==> src/rtl/segment_scan_controller_pkg.sv <==
// ---------------------------------------------------------------------------
// segment_scan_controller_pkg
// Shared definitions for the multiplexed segment-display driver and for the
// logic that produces its display content.
//   POL_ACTIVE_HIGH / POL_ACTIVE_LOW : polarity values for the *_ACTIVE_LOW
//                                      parameters
//   cnt_width()                      : counter width for a 0..n-1 range
//                                      (never below 1 bit)
//   hex_to_seg7()                    : standard gfedcba encoding of a hex
//                                      nibble, bit 0 = segment a
// ---------------------------------------------------------------------------
package segment_scan_controller_pkg;

   localparam bit POL_ACTIVE_HIGH = 1'b0;
   localparam bit POL_ACTIVE_LOW  = 1'b1;

   function automatic int cnt_width(input int n);
      return (n > 1) ? $clog2(n) : 1;
   endfunction

   function automatic logic [6:0] hex_to_seg7(input logic [3:0] hex);
      logic [6:0] seg;
      case (hex)
         4'h0: seg = 7'h3F;
         4'h1: seg = 7'h06;
         4'h2: seg = 7'h5B;
         4'h3: seg = 7'h4F;
         4'h4: seg = 7'h66;
         4'h5: seg = 7'h6D;
         4'h6: seg = 7'h7D;
         4'h7: seg = 7'h07;
         4'h8: seg = 7'h7F;
         4'h9: seg = 7'h6F;
         4'hA: seg = 7'h77;
         4'hB: seg = 7'h7C;
         4'hC: seg = 7'h39;
         4'hD: seg = 7'h5E;
         4'hE: seg = 7'h79;
         default: seg = 7'h71;
      endcase
      return seg;
   endfunction

endpackage

==> src/rtl/segment_scan_controller_if.sv <==
// ---------------------------------------------------------------------------
// segment_scan_controller_if
// Bundles the content-side inputs and pin-side outputs of the scanner.
//   seg_data       : digit i at [i*SEG_WIDTH +: SEG_WIDTH], 1 = lit
//   digit_enable   : 1 = digit displayed
//   brightness     : 0 = dimmest, all-ones = brightest
//   update         : commit request for the three inputs above
//   update_ack     : one-cycle pulse, commit performed
//   segment_select : digit select pins (polarity set by the driver)
//   segments       : segment pins (polarity set by the driver)
//   frame_start    : one-cycle pulse on the first output cycle of digit 0
// master = content producer, slave = scanner.
// ---------------------------------------------------------------------------
interface segment_scan_controller_if #(
   parameter int NUM_DIGITS  = 4,
   parameter int SEG_WIDTH   = 8,
   parameter int BRIGHT_BITS = 4
);
   import segment_scan_controller_pkg::*;

   logic [NUM_DIGITS*SEG_WIDTH-1:0] seg_data;
   logic [NUM_DIGITS-1:0]           digit_enable;
   logic [BRIGHT_BITS-1:0]          brightness;
   logic                            update;
   logic                            update_ack;
   logic [NUM_DIGITS-1:0]           segment_select;
   logic [SEG_WIDTH-1:0]            segments;
   logic                            frame_start;

   modport master (
      output seg_data, digit_enable, brightness, update,
      input  update_ack, segment_select, segments, frame_start
   );

   modport slave (
      input  seg_data, digit_enable, brightness, update,
      output update_ack, segment_select, segments, frame_start
   );

endinterface

==> src/rtl/segment_scan_controller_scan_slot_timer.sv <==
// ---------------------------------------------------------------------------
// scan_slot_timer
// Free-running slot/digit counters for the display scanner.
//   clk, rst     : clock, synchronous active-high reset
//   slot_cnt_o   : cycle within the current digit slot, 0..CLK_DIV-1
//   idx_o        : digit currently scanned, 0..NUM_DIGITS-1
//   slot_end_o   : last cycle of the current slot
//   frame_end_o  : last cycle of the last digit's slot (frame boundary)
// ---------------------------------------------------------------------------
module scan_slot_timer
   import segment_scan_controller_pkg::*;
#(
   parameter  int CLK_DIV    = 25000,
   parameter  int NUM_DIGITS = 4,
   localparam int CNT_W      = cnt_width(CLK_DIV),
   localparam int IDX_W      = cnt_width(NUM_DIGITS)
) (
   input  logic             clk,
   input  logic             rst,
   output logic [CNT_W-1:0] slot_cnt_o,
   output logic [IDX_W-1:0] idx_o,
   output logic             slot_end_o,
   output logic             frame_end_o
);

   logic [CNT_W-1:0] slot_cnt_q, slot_cnt_d;
   logic [IDX_W-1:0] idx_q, idx_d;

   assign slot_end_o  = (slot_cnt_q == CNT_W'(CLK_DIV - 1));
   assign frame_end_o = slot_end_o && (idx_q == IDX_W'(NUM_DIGITS - 1));

   // NOTE: every variable gets its hold value first so no path leaves it
   // unassigned; that is what keeps always_comb free of latches.
   always_comb begin
      slot_cnt_d = slot_cnt_q + CNT_W'(1);
      idx_d      = idx_q;
      if (slot_end_o) begin
         slot_cnt_d = '0;
         idx_d      = frame_end_o ? '0 : idx_q + IDX_W'(1);
      end
   end

   // NOTE: state registers use non-blocking assignment so every flop samples
   // the pre-edge values, independent of statement order.
   always_ff @(posedge clk) begin
      if (rst) begin
         slot_cnt_q <= '0;
         idx_q      <= '0;
      end else begin
         slot_cnt_q <= slot_cnt_d;
         idx_q      <= idx_d;
      end
   end

   assign slot_cnt_o = slot_cnt_q;
   assign idx_o      = idx_q;

endmodule

==> src/rtl/segment_scan_controller.sv <==
// ---------------------------------------------------------------------------
// segment_scan_controller
// Time-multiplexed driver for multi-digit segment displays with blanking,
// PWM brightness, per-digit enable and frame-synchronous double buffering.
//   clk, rst : clock, synchronous active-high reset
//   bus      : segment_scan_controller_if slave (content inputs, update
//              handshake, select/segment pins, frame_start)
// All pin outputs are registered; they reflect the counter state one cycle
// earlier.
// ---------------------------------------------------------------------------
module segment_scan_controller
   import segment_scan_controller_pkg::*;
#(
   parameter int NUM_DIGITS     = 4,
   parameter int SEG_WIDTH      = 8,
   parameter int CLK_DIV        = 25000,
   parameter int BLANK_CYCLES   = 500,
   parameter int BRIGHT_BITS    = 4,
   parameter bit SEL_ACTIVE_LOW = POL_ACTIVE_LOW,
   parameter bit SEG_ACTIVE_LOW = POL_ACTIVE_HIGH
) (
   input logic                      clk,
   input logic                      rst,
   segment_scan_controller_if.slave bus
);

   localparam int CNT_W = cnt_width(CLK_DIV);
   localparam int IDX_W = cnt_width(NUM_DIGITS);
   // Lit time per brightness step, taken from the non-blanked part of a slot.
   localparam int STEP  = (CLK_DIV - BLANK_CYCLES) >> BRIGHT_BITS;

   // XOR masks: inactive pin levels, also used to apply output polarity.
   localparam logic [NUM_DIGITS-1:0] SEL_OFF = {NUM_DIGITS{SEL_ACTIVE_LOW}};
   localparam logic [SEG_WIDTH-1:0]  SEG_OFF = {SEG_WIDTH{SEG_ACTIVE_LOW}};

   if (NUM_DIGITS < 1) begin : g_err_digits
      $error("segment_scan_controller: NUM_DIGITS must be >= 1");
   end
   if (BLANK_CYCLES >= CLK_DIV) begin : g_err_blank
      $error("segment_scan_controller: BLANK_CYCLES must be < CLK_DIV");
   end
   if (STEP < 1) begin : g_err_step
      $error("segment_scan_controller: brightness STEP evaluates below 1");
   end

   logic [CNT_W-1:0] slot_cnt;
   logic [IDX_W-1:0] idx;
   logic             slot_end;
   logic             frame_end;

   scan_slot_timer #(
      .CLK_DIV    (CLK_DIV),
      .NUM_DIGITS (NUM_DIGITS)
   ) u_timer (
      .clk         (clk),
      .rst         (rst),
      .slot_cnt_o  (slot_cnt),
      .idx_o       (idx),
      .slot_end_o  (slot_end),
      .frame_end_o (frame_end)
   );

   // Shadow (displayed) copies of the content inputs.
   logic [NUM_DIGITS-1:0][SEG_WIDTH-1:0] seg_l_q, seg_l_d;
   logic [NUM_DIGITS-1:0]                en_l_q, en_l_d;
   logic [BRIGHT_BITS-1:0]               bright_l_q, bright_l_d;
   logic                                 pending_q, pending_d;

   logic                  update_ack_q, update_ack_d;
   logic                  frame_start_q, frame_start_d;
   logic [NUM_DIGITS-1:0] sel_q, sel_d;
   logic [SEG_WIDTH-1:0]  segs_q, segs_d;

   logic                  commit;
   logic                  lit;
   int                    slot_i;
   int                    on_len;
   logic [NUM_DIGITS-1:0] sel_onehot;
   logic [SEG_WIDTH-1:0]  segs_raw;

   // frame_end already implies slot_end; both are spelled out so the commit
   // point reads as "last cycle of the last slot". An update arriving on that
   // very cycle is honoured without first going through pending.
   assign commit = slot_end && frame_end && (pending_q || bus.update);

   always_comb begin
      seg_l_d      = seg_l_q;
      en_l_d       = en_l_q;
      bright_l_d   = bright_l_q;
      pending_d    = pending_q || bus.update;
      update_ack_d = 1'b0;
      if (commit) begin
         seg_l_d      = bus.seg_data;
         en_l_d       = bus.digit_enable;
         bright_l_d   = bus.brightness;
         pending_d    = 1'b0;
         update_ack_d = 1'b1;
      end

      // Leading BLANK_CYCLES of every slot are dark (anti-ghosting); after
      // that the digit stays lit for (brightness+1)*STEP cycles.
      slot_i = int'(slot_cnt);
      on_len = (int'(bright_l_q) + 1) * STEP;
      lit    = en_l_q[idx] && (slot_i >= BLANK_CYCLES)
               && ((slot_i - BLANK_CYCLES) < on_len);

      sel_onehot = '0;
      segs_raw   = '0;
      if (lit) begin
         sel_onehot[idx] = 1'b1;
         segs_raw        = seg_l_q[idx];
      end
      sel_d  = sel_onehot ^ SEL_OFF;
      segs_d = segs_raw ^ SEG_OFF;

      frame_start_d = (idx == '0) && (slot_cnt == '0);
   end

   always_ff @(posedge clk) begin
      if (rst) begin
         // NOTE: the shadow registers are reset even though they are data
         // storage; the display must stay dark until the first commit.
         seg_l_q       <= '0;
         en_l_q        <= '0;
         bright_l_q    <= '0;
         pending_q     <= 1'b0;
         update_ack_q  <= 1'b0;
         frame_start_q <= 1'b0;
         sel_q         <= SEL_OFF;
         segs_q        <= SEG_OFF;
      end else begin
         seg_l_q       <= seg_l_d;
         en_l_q        <= en_l_d;
         bright_l_q    <= bright_l_d;
         pending_q     <= pending_d;
         update_ack_q  <= update_ack_d;
         frame_start_q <= frame_start_d;
         sel_q         <= sel_d;
         segs_q        <= segs_d;
      end
   end

   assign bus.update_ack     = update_ack_q;
   assign bus.frame_start    = frame_start_q;
   assign bus.segment_select = sel_q;
   assign bus.segments       = segs_q;

endmodule

==> src/flat_wrapper.sv <==
// flat-port wrapper written by rule: the top's interface ports become plain ports
module segment_scan_controller_flat import segment_scan_controller_pkg::*;
#(
   parameter int NUM_DIGITS     = 4,
   parameter int SEG_WIDTH      = 8,
   parameter int CLK_DIV        = 25000,
   parameter int BLANK_CYCLES   = 500,
   parameter int BRIGHT_BITS    = 4,
   parameter bit SEL_ACTIVE_LOW = POL_ACTIVE_LOW,
   parameter bit SEG_ACTIVE_LOW = POL_ACTIVE_HIGH
)
  (clk, rst, bus_seg_data, bus_digit_enable, bus_brightness, bus_update, bus_update_ack, bus_segment_select, bus_segments, bus_frame_start);
  segment_scan_controller_if #(.NUM_DIGITS(NUM_DIGITS), .SEG_WIDTH(SEG_WIDTH), .BRIGHT_BITS(BRIGHT_BITS)) bus_i ();
  input logic clk;
  input logic rst;
  input wire logic [$bits(bus_i.seg_data)-1:0] bus_seg_data;
  input wire logic [$bits(bus_i.digit_enable)-1:0] bus_digit_enable;
  input wire logic [$bits(bus_i.brightness)-1:0] bus_brightness;
  input wire logic [$bits(bus_i.update)-1:0] bus_update;
  output wire logic [$bits(bus_i.update_ack)-1:0] bus_update_ack;
  output wire logic [$bits(bus_i.segment_select)-1:0] bus_segment_select;
  output wire logic [$bits(bus_i.segments)-1:0] bus_segments;
  output wire logic [$bits(bus_i.frame_start)-1:0] bus_frame_start;
  assign bus_i.seg_data = bus_seg_data;
  assign bus_i.digit_enable = bus_digit_enable;
  assign bus_i.brightness = bus_brightness;
  assign bus_i.update = bus_update;
  assign bus_update_ack = bus_i.update_ack;
  assign bus_segment_select = bus_i.segment_select;
  assign bus_segments = bus_i.segments;
  assign bus_frame_start = bus_i.frame_start;
  segment_scan_controller #(.NUM_DIGITS(NUM_DIGITS), .SEG_WIDTH(SEG_WIDTH), .CLK_DIV(CLK_DIV), .BLANK_CYCLES(BLANK_CYCLES), .BRIGHT_BITS(BRIGHT_BITS), .SEL_ACTIVE_LOW(SEL_ACTIVE_LOW), .SEG_ACTIVE_LOW(SEG_ACTIVE_LOW)) u_core (.clk(clk), .rst(rst), .bus(bus_i));
endmodule
==> config.mk <==
export PLATFORM = sky130hd
export DESIGN_NAME = segment_scan_controller_flat
export DESIGN_NICKNAME = d
export VERILOG_FILES = /design/src/rtl/segment_scan_controller_pkg.sv /design/src/rtl/segment_scan_controller_if.sv /design/src/rtl/segment_scan_controller_scan_slot_timer.sv /design/src/rtl/segment_scan_controller.sv /design/src/flat_wrapper.sv
export SDC_FILE = /design/constraint.sdc
export NUM_CORES = 1
export LEC_CHECK = 0
export BUFFER_PORTS_ARGS = -buffer_cell sky130_fd_sc_hd__buf_2
export CAP_MARGIN = 0
export CORE_ASPECT_RATIO = 0.8
export CORE_MARGIN = 4
export CORE_UTILIZATION = 25
export DETAILED_ROUTE_END_ITERATION = 8
export PLACE_DENSITY = 0.38
export SYNTH_ARGS = -nofsm -noshare
export SYNTH_HDL_FRONTEND = slang
export SYNTH_SLANG_ARGS = --single-unit
==> constraint.sdc <==
create_clock -name clk -period 5.4 [get_ports clk]
set_clock_uncertainty 0.2 [all_clocks]
set_input_delay 1.08 -clock clk [delete_from_list [all_inputs] [get_ports clk]]
set_output_delay 1.08 -clock clk [all_outputs]
set_load 0.02 [all_outputs]
==> results of run 1 <==
-- report_power, final --
group	internal, mW	switching, mW	total, mW
logic	0.0187	0.0247	0.0434
clock network	0.431	0.223	0.654
registers	0.535	0.00330	0.538
-- metal layers --
layer  track usage (%)  vias up  routed length [µm]
li1                  -     1706                   -
met1              18.1     1563                6180
met2              15.4       52                4200
met3              2.74        7                 501
met4              2.33        0                  76
met5                 0        -                   0
-- cells in the final DEF, fill, tap and decap left out, drive strengths merged, types with 10 or more instances in the layout --
master  count
clkbuf     12
ha         48
inv        41
nand2      26
buf        67
xor2       17
a21oi      15
a22o       40
o21ai      10
dfxtp      72
xnor2      26
nor2       40
-- worst max-delay path: stages (launching register included) --
cell      delay [ps]
dfxtp_2          360
inv_1             80
ha_1             320
inv_1             90
ha_1             350
xnor2_2          170
ha_1             280
inv_1             50
fa_1             500
inv_1             40
ha_1             370
a21o_1           220
a21oi_2          180
a21boi_2         100
a221oi_2         330
xor2_1           200
ha_1             260
a21oi_1          150
nor2b_1           60
o21ai_0          170
a31oi_1          130
buf_4            190
nand3b_1         150
-- Yosys cell counts (all sizes together) (3+ instances only) --
library cell  count
dfxtp            72
ha               48
inv              41
a22o             40
nor2             40
nand2            26
xnor2            26
xor2             17
a21oi            15
buf              12
clkbuf           11
o21ai            10
and3              9
fa                9
mux4              9
nand3             9
a21o              5
nand3b            5
nand4             5
nor3              5
or2               4
a31oi             3
and2              3
mux2i             3
nor2b             3
nor4              3
or3               3
-- sequential cells by signal (all words and copies together) (netlist names) --
signal                     count
u_core.u_timer.idx_o           2
u_core.u_timer.slot_cnt_o     15
u_core.pending_q               1
u_core.bus.update_ack          1
u_core.bus.segment_select      4
u_core.bus.segments            8
u_core.bright_l_q              4
u_core.en_l_q                  4
u_core.bus.frame_start         1
u_core.seg_l_q                32
-- repair_timing --
action	4_1_cts	5_1_grt
setup buffers	0	0
setup endpoints to repair	1	12
pin swaps	0	3
resized for setup	1	14
-- metrics by stage --
step / setup slack, ps / util, %
after floorplan: 295 / -
after global placement: 38.4 / 28.3
after detailed placement: 19.7 / 28.3
after CTS: 66.0 / 30.2
after global routing: -1.82 / 30.5
final: 321 / 30.5
-- kinds of logic after synthesis --
logic type	Yosys count
DFF	72
muxes	12
xor gates and xnor gates	43
AOI/OAI and AO/OA	90
adders and majority gates	57
and+or+nand+nor	119
buffers and inverters	64
-- path summary, 6_finish.rpt --
path	endpoint	slack, ps	depth (start not counted)
worst min-delay path	u_core.pending_q	260	1
worst max-delay path	u_core.bus.segment_select[0]	320	22
worst max register to register	u_core.bus.segment_select[0]	320	22
worst min register to register	u_core.pending_q	260	1
-- final cells by class --
type | count | area (µm²)
fill | 1846 | 12100
clock buffer | 12 | 256
inverter | 41 | 154
multi-input combinational | 321 | 2740
sequential | 72 | 1440
timing repair buffer | 67 | 363
tap | 225 | 282
clock inverter | 4 | 76.3
==> impl_metrics.json, run 1 <==
{
  "peakVddDrop_v": 0.000139,
  "hold_ws_ps": 257,
  "clock_latency_ps": 330,
  "grt_pass1_wl_mm": 18.0,
  "portBuffers": 56,
  "drt-pass1-iter-count": 4,
  "yosys_register_bits": 72,
  "fp.dieH_um": 127,
  "hpwlAfterDp_mm": 8.58,
  "clock-sinks": 72,
  "start_util_pct": 25.6,
  "avgViaCountPerCell": 4.49,
  "clkTransAtPathRegs_ps": 60,
  "crit_type": "reg2reg",
  "routed_wl_mm": 11.0,
  "grt_max_degree": 42,
  "dp_cells": 726,
  "cp_data_required_time_ps": 5400,
  "cts_hold_buf": 0,
  "syn2layout_area_growth_pct": 19.2,
  "p_total_mw": 1.24,
  "fin_crit_sh_pct": 94.1,
  "yosysTopAreaCell": "dfxtp_1",
  "yosysSeqAreaShare_pct": 32.3,
  "worst_hold_path_type": "reg2reg",
  "cts-root-buf": "clkbuf_16",
  "synth_area_um2": 4460,
  "avgSynthCellArea_um2": 9.75,
  "cts_buffer_depth": 2,
  "grt_pass1_vias": 3382,
  "htree_levels": 3,
  "ys_warn_count": 0,
  "synth_compound_area_share_pct": 15.6,
  "drt-initial-drc-count": 140,
  "antenna_found_initial": 0,
  "critPathLaunch": "u_core.bright_l_q[0]",
  "synth_top_family_by_area": "adder cells",
  "tightestPinTransition_ps": 720,
  "synthCells": 457,
  "drt_drc_violations_left": 0,
  "synth_fp_nets": 557,
  "synthDominantCellAreaShare_pct": 32.3,
  "synth_mux_area_share_pct": 5.22,
  "die-area_um2": 20000,
  "finalSetupViolCount": 0,
  "synth.distinct_cells": 51,
  "dieWidth_um": 157,
  "min-delay-start": "u_core.pending_q",
  "end_kind": "flip-flop",
  "power_density_nw_per_um2": 233,
  "ys_async_sr_fraction_pct": 0,
  "drv_cap": 0,
  "status": "finished clean",
  "fin_crit_ps": 5080,
  "synth-simple-area-share_pct": 13.4,
  "ios": 57,
  "wl_per_cell_um": 14.8,
  "relSlewSlack_pct": 51.9,
  "grt-ovfl-total": 0,
  "cts_made_buffers": 9,
  "cp-start-kind": "flip-flop",
  "drive_above_1_share_pct": 25.5,
  "gp_routability_congestion": 0.837,
  "path_max_fanout": 12,
  "tns_ps": 0,
  "grtUsageTotal_pct": 11.4,
  "synth_edf_count": 0,
  "arrival_ps": 5080,
  "p_leak_nw": 2.37,
  "stdcell_area_um2": 5310,
  "synth_fa_ha_area_share_pct": 17.5,
  "cts_tree": "yes",
  "r2r-start": "u_core.bright_l_q[0]",
  "fin_cells": 742,
  "fmax_mhz": 197,
  "synth_xor_area_share_pct": 8.45,
  "antenna_left": 0,
  "place_area_um2": 4930,
  "layout.nets": 612,
  "finalMaxSlewViolations": 0,
  "core-area_um2": 17400,
  "vias": 3328,
  "timing.final.hold_violations": 0,
  "ys.flop_type": "dfxtp_1",
  "n_antenna_cell": 0,
  "synth_area_leaders": "dfxtp_1 (32%), ha_1 (13%), xnor2_1 (5.1%)",
  "std_cell_rows": 43
}
No activity file was read; power rests on OpenSTA's default activity.
==> inputs of run 2 (changes only) <==
ABC_AREA = 1   (was unset)
==> run 2 against run 1 <==
Sequential share of layout area decreased by 0.95 points. First-iteration DRC count increased by 39%. Cell count increased by 28%. Sequential power about the same. Core utilization decreased by 0.32 points. Flip-flop and latch count unchanged. Highest routed layer unchanged. Worst setup slack improved by 91 ps. Maximum frequency increased by 1.8%. Combinational power decreased by 1%. Critical path depth increased by 5. Clock power decreased by 3%.
==> impl_metrics.json, run 2 <==
{
  "grt_pass1_vias": 4127,
  "drt_drc_violations_left": 0,
  "die-area_um2": 20900,
  "n_antenna_cell": 0,
  "drt-initial-drc-count": 194,
  "fin_crit_sh_pct": 92.4,
  "synthDominantCellAreaShare_pct": 31.0,
  "multi_input_area_um2": 2800,
  "start_util_pct": 25.5,
  "yosysMostFrequentCell": "nand2_1",
  "yosys_register_bits": 72,
  "end_kind": "flip-flop",
  "status": "finished clean",
  "std_cell_rows": 44,
  "cts_buffer_depth": 2,
  "p_leak_nw": 2.66,
  "cp-start-kind": "flip-flop",
  "drv_cap": 0,
  "finalMaxSlewViolations": 0,
  "grt_pass1_wl_mm": 20.7,
  "clock_latency_ps": 350,
  "antenna_found_initial": 0,
  "htree_levels": 3,
  "regMostFlops": "u_core.seg_l_q",
  "synth_area_um2": 4650,
  "clock-sinks": 72,
  "dieWidth_um": 160,
  "cts_setup_buffers": 0,
  "crit_type": "reg2reg",
  "vias": 4077,
  "dp_cells": 931,
  "cts_made_buffers": 9,
  "cp_data_required_time_ps": 5430,
  "cts_tree": "yes",
  "ys_async_sr_fraction_pct": 0,
  "relSlewSlack_pct": 40.9,
  "fmax_mhz": 200,
  "final_common_cell": "nand2_1",
  "num-fill-cells": 1985,
  "drive_above_1_share_pct": 14.7,
  "grt-busiest-layer": "met1",
  "cts-root-buf": "clkbuf_16",
  "avgViaCountPerCell": 4.31,
  "grt-ovfl-total": 0,
  "clkTransAtPathRegs_ps": 60,
  "ys.flop_type": "dfxtp_1",
  "grt_max_degree": 47,
  "worst_hold_path_type": "reg2reg",
  "hpwlAfterDp_mm": 9.45,
  "peakVddDrop_v": 0.000123,
  "fin_crit_ps": 4990,
  "fp.dieH_um": 130,
  "avgSynthCellArea_um2": 7.30,
  "antenna_left": 0,
  "tightestPinTransition_ps": 885,
  "synth.distinct_cells": 32,
  "synth_fp_nets": 737,
  "grt_use_met3_pct": 3.32,
  "portBuffers": 56,
  "yosysTopAreaCell": "dfxtp_1",
  "synthCells": 637,
  "layout.nets": 789,
  "timing.final.hold_violations": 0,
  "synth_edf_count": 0,
  "path_max_fanout": 8,
  "seq_area_um2": 1440,
  "drt-pass1-iter-count": 4,
  "ios": 57,
  "stdcell_area_um2": 5500,
  "core-area_um2": 18200,
  "p_total_mw": 1.22,
  "routed_wl_mm": 12.1,
  "ys_warn_count": 0,
  "synth_area_leaders": "dfxtp_1 (31%), nand2_1 (14%), ha_1 (13%)",
  "fin_cells": 947,
  "final_util_pct": 30.2,
  "yosysSeqAreaShare_pct": 31.0,
  "arrival_ps": 5020,
  "synth_common_cells": "nand2_1 (170), inv_1 (76), dfxtp_1 (72)",
  "finalSetupViolCount": 0,
  "grtUsageTotal_pct": 12.1,
  "wl_per_cell_um": 12.8,
  "rsz0062_at_grt": "no",
  "gp_routability_congestion": 0.818,
  "largest_reg_flops": 32,
  "syn2layout_area_growth_pct": 18.2,
  "final_cell_mix": "nand2_1 (168), inv_1 (76), dfxtp_1 (72), nand3_1 (61), buf_2 (56)",
  "grtUsageMet2_pct": 16.8,
  "place_area_um2": 5170,
  "tns_ps": 0,
  "use_met1_pct": 18.5,
  "power_density_nw_per_um2": 221
}
==> run 2: final timing paths <==
path                              from                     end  slack [ps]  cells after the start
setup / recovery  u_core.bright_l_q[0]  u_core.bus.segments[7]         410                     27
hold / removal      u_core.seg_l_q[13]      u_core.seg_l_q[13]         270                      2
setup reg to reg  u_core.bright_l_q[0]  u_core.bus.segments[7]         410                     27
hold reg to reg     u_core.seg_l_q[13]      u_core.seg_l_q[13]         270                      2
==> run 2: what timing repair did <==
| item | CTS | global route |
|---|---|---|
| setup endpoints to repair | 5 | 12 |
| resized for setup | 1 | 5 |
| hold buffers | 0 | 0 |
==> run 2: layout make-up <==
type	count	area share (%)
clock buffer	9	4.10
clock inverter	7	1.57
inverter	80	5.46
multi-input combinational	464	51.0
sequential	72	26.2
tap	253	5.76
timing repair buffer	62	5.92
==> run 2: worst max-delay path: stages, from the launching register on <==
cell and delay, ps:
dfxtp_1 340, ha_1 210, or2_2 270, nand2_1 110, inv_1 50, ha_1 300, xnor2_1 130, buf_4 150
ha_1 280, inv_1 50, fa_1 520, inv_1 40, ha_1 340, a21oi_1 230, o21ai_2 110, a21oi_2 200
o21ai_0 120, xnor2_1 150, ha_1 280, nand2_1 50, inv_1 50, nand3_1 80, nor3_1 140, nand2_1 80
nand2_1 70, nand2_2 100, nand2_4 140, nor2_1 60
==> run 2: logic make-up (layout without fill, tap and decap cells) <==
group	after synthesis	count (layout)	share of synthesized area, %
buf+inv	101	158	9.15
flops	72	72	31.0
simple gates	313	313	29.4
xor+xnor	32	32	6.03
fa+ha+maj	57	57	16.8
compound gates	62	62	7.62
==> run 2: per-stage QoR <==
step / hold slack, ps / setup WS (ps)
CTS: 274 / 92.2
floorplan: 236 / 633
global placement: 258 / 155
global route: 294 / 4.27
detailed placement: 263 / 16.1
finish: 273 / 412
==> run 2: layer usage <==
layer / vias to the layer above / share of wire (%) / wire (µm)
met5: - / 0 / 0
met4: 0 / 0.90 / 109
met3: 16 / 4.4 / 539
met2: 83 / 38 / 4610
met1: 1835 / 57 / 6880
li1: 2143 / - / -
==> run 2: power by group <==
group | switching [mW] | total, mW | internal, mW
registers | 0.00267 | 0.537 | 0.534
logic | 0.0246 | 0.0428 | 0.0182
clock network | 0.267 | 0.636 | 0.368
total | 0.295 | 1.22 | 0.921
==> inputs of run 3 (changes only) <==
CORE_MARGIN = unset   (was 4)
==> run 3 against run 2 <==
Routed wire length shrank 0.20%. Flip-flop and latch count is the same. Maximum frequency grew 1.5%. Non-clock buffer count grew 2. Combinational power grew 3%. Global-route usage grew 1.5 points. Worst hold slack lost 5.4 ps. Clock power grew 3.3%. Register-to-register slack gained 70 ps. Largest cell class unchanged. Highest routed layer unchanged.
==> impl_metrics.json, run 3 (synthesis gave the netlist of run 2 again) <==
{
  "status": "finished clean",
  "finalMaxSlewViolations": 0,
  "seq_area_um2": 1440,
  "critPathLaunch": "u_core.bright_l_q[0]",
  "tns_ps": 0,
  "drt-pass1-iter-count": 4,
  "power_density_nw_per_um2": 224,
  "avgViaCountPerCell": 4.42,
  "grt-ovfl-total": 0,
  "p_total_mw": 1.24,
  "routed_wl_mm": 12.1,
  "pre_cts_ws_ps": 22.3,
  "start_util_pct": 25.6,
  "fin_crit_sh_pct": 91.0,
  "grt_pass1_vias": 4017,
  "antenna_found_initial": 0,
  "antenna_left": 0,
  "peakVddDrop_v": 0.000148,
  "regMostFlops": "u_core.seg_l_q",
  "layout.nets": 791,
  "worst_r2r_endpoint": "u_core.bus.segment_select[3]",
  "clock_latency_ps": 330,
  "dieWidth_um": 154,
  "tightestPinTransition_ps": 736,
  "worst_hold_path_type": "reg2reg",
  "core-area_um2": 18200,
  "cp-start-kind": "flip-flop",
  "drt-initial-drc-count": 195,
  "final_common_cell": "nand2_1",
  "clkTransAtPathRegs_ps": 60,
  "drt_drc_violations_left": 0,
  "cp_data_required_time_ps": 5390,
  "largest_reg_flops": 32,
  "timing.final.hold_violations": 0,
  "fin_crit_ps": 4910,
  "clock-sinks": 72,
  "cpPeakStageDelay_ps": 530,
  "cpMostUsedCell": "inv_1",
  "n_antenna_cell": 0,
  "drive_above_1_share_pct": 15.7,
  "rsz0062_at_grt": "no",
  "multi_input_area_um2": 2830,
  "final_cell_mix": "nand2_1 (167), inv_1 (76), dfxtp_1 (72), nand3_1 (61), buf_2 (56)",
  "fin_cells": 926,
  "crit_type": "reg2reg",
  "std_cell_rows": 44,
  "vias": 4093,
  "drv_cap": 0,
  "fp.dieH_um": 124,
  "p_leak_nw": 2.68,
  "portBuffers": 56,
  "wl_per_cell_um": 13.1,
  "endpoint": "u_core.bus.segment_select[3]",
  "gp_routability_congestion": 0.813,
  "dp_cells": 909,
  "r2r-start": "u_core.bright_l_q[0]",
  "path_max_fanout": 5,
  "fmax_mhz": 204,
  "finalSetupViolCount": 0,
  "cts_buffer_depth": 2,
  "layout_setup_ws_ps": 487,
  "htree_levels": 3,
  "relSlewSlack_pct": 50.9,
  "end_kind": "flip-flop",
  "ios": 57,
  "slowest_stage": "fa_1",
  "die-area_um2": 19200,
  "hpwlAfterDp_mm": 9.40,
  "cts-root-buf": "clkbuf_16",
  "cts_made_buffers": 9,
  "num-fill-cells": 2021,
  "syn2layout_area_growth_pct": 18.8,
  "arrival_ps": 4900,
  "cts_tree": "yes",
  "regToRegSetupSlack_ps": 490,
  "grtUsageTotal_pct": 13.7,
  "hold_ws_ps": 268,
  "r2r_cells": 27,
  "grt_max_degree": 43,
  "grt_pass1_wl_mm": 20.6
}
==> run 3: cell count changes in the layout (fill, tap and decap cells not counted), moves of 2 or more <==
| cell | delta |
|---|---|
| a21oi_1 | -3 |
| a21oi_2 | +3 |
| buf_4 | +2 |
| inv_8 | -2 |
| o21ai_1 | +2 |
==> run 3: per-stage QoR <==
stage          util, %  area (µm²)
3_5_place_dp      28.3        5140
2_1_floorplan        -        4650
4_1_cts           30.1        5480
5_1_grt           30.4        5520
3_3_place_gp      28.3        5140
6_report          30.4        5520
==> run 3: routing by layer <==
layer	vias up	part of all wire, %	wire [µm]	global-route usage [%]
met4	0	0.64	78	2.97
met3	5	3.2	390	2.78
li1	2144	-	-	-
met2	51	39	4760	19.7
met5	-	0	0	0
met1	1893	57	6880	20.6
==> run 3: repair_timing <==
item,CTS,global route
endpoints found under the setup margin,1,12
setup buffers,0,1
hold buffers,0,0
gates resized for setup,1,11
pin swaps,0,2
==> run 3: area by class of cell <==
class                           count  area share (%)
Clock buffer                       10            4.33
Sequential cell                    72            26.1
Clock inverter                      6            1.63
Tap cell                          230            5.21
Inverter                           80            5.44
Timing Repair Buffer               64            6.16
Multi-Input combinational cell    464            51.1
==> run 3: worst max-delay path: cells and delay by family, from the launching register on <==
family / cells / cell delay (ps)
fa+ha+maj: 6 / 1850
simple gates: 7 / 770
compound gates: 5 / 770
buf+inv: 7 / 540
flops: 1 / 330
xor+xnor: 2 / 300
==> run 3: how the worst min path moves through the flow <==
stage | from | endpoint | slack (ps) | depth (start not counted)
after floorplan | u_core.pending_q | u_core.pending_q | 240 | 2
after global placement | u_core.pending_q | u_core.pending_q | 260 | 2
after detailed placement | u_core.pending_q | u_core.pending_q | 260 | 2
after CTS | u_core.seg_l_q[19] | u_core.seg_l_q[19] | 270 | 2
after global routing | u_core.en_l_q[0] | u_core.en_l_q[0] | 290 | 2
final | u_core.pending_q | u_core.pending_q | 270 | 2
==> run 3: power by group <==
group | switching [mW] | internal, mW | leakage [nW]
registers | 0.00287 | 0.534 | 0.581
clock network | 0.237 | 0.420 | 0.159
logic | 0.0252 | 0.0187 | 1.94
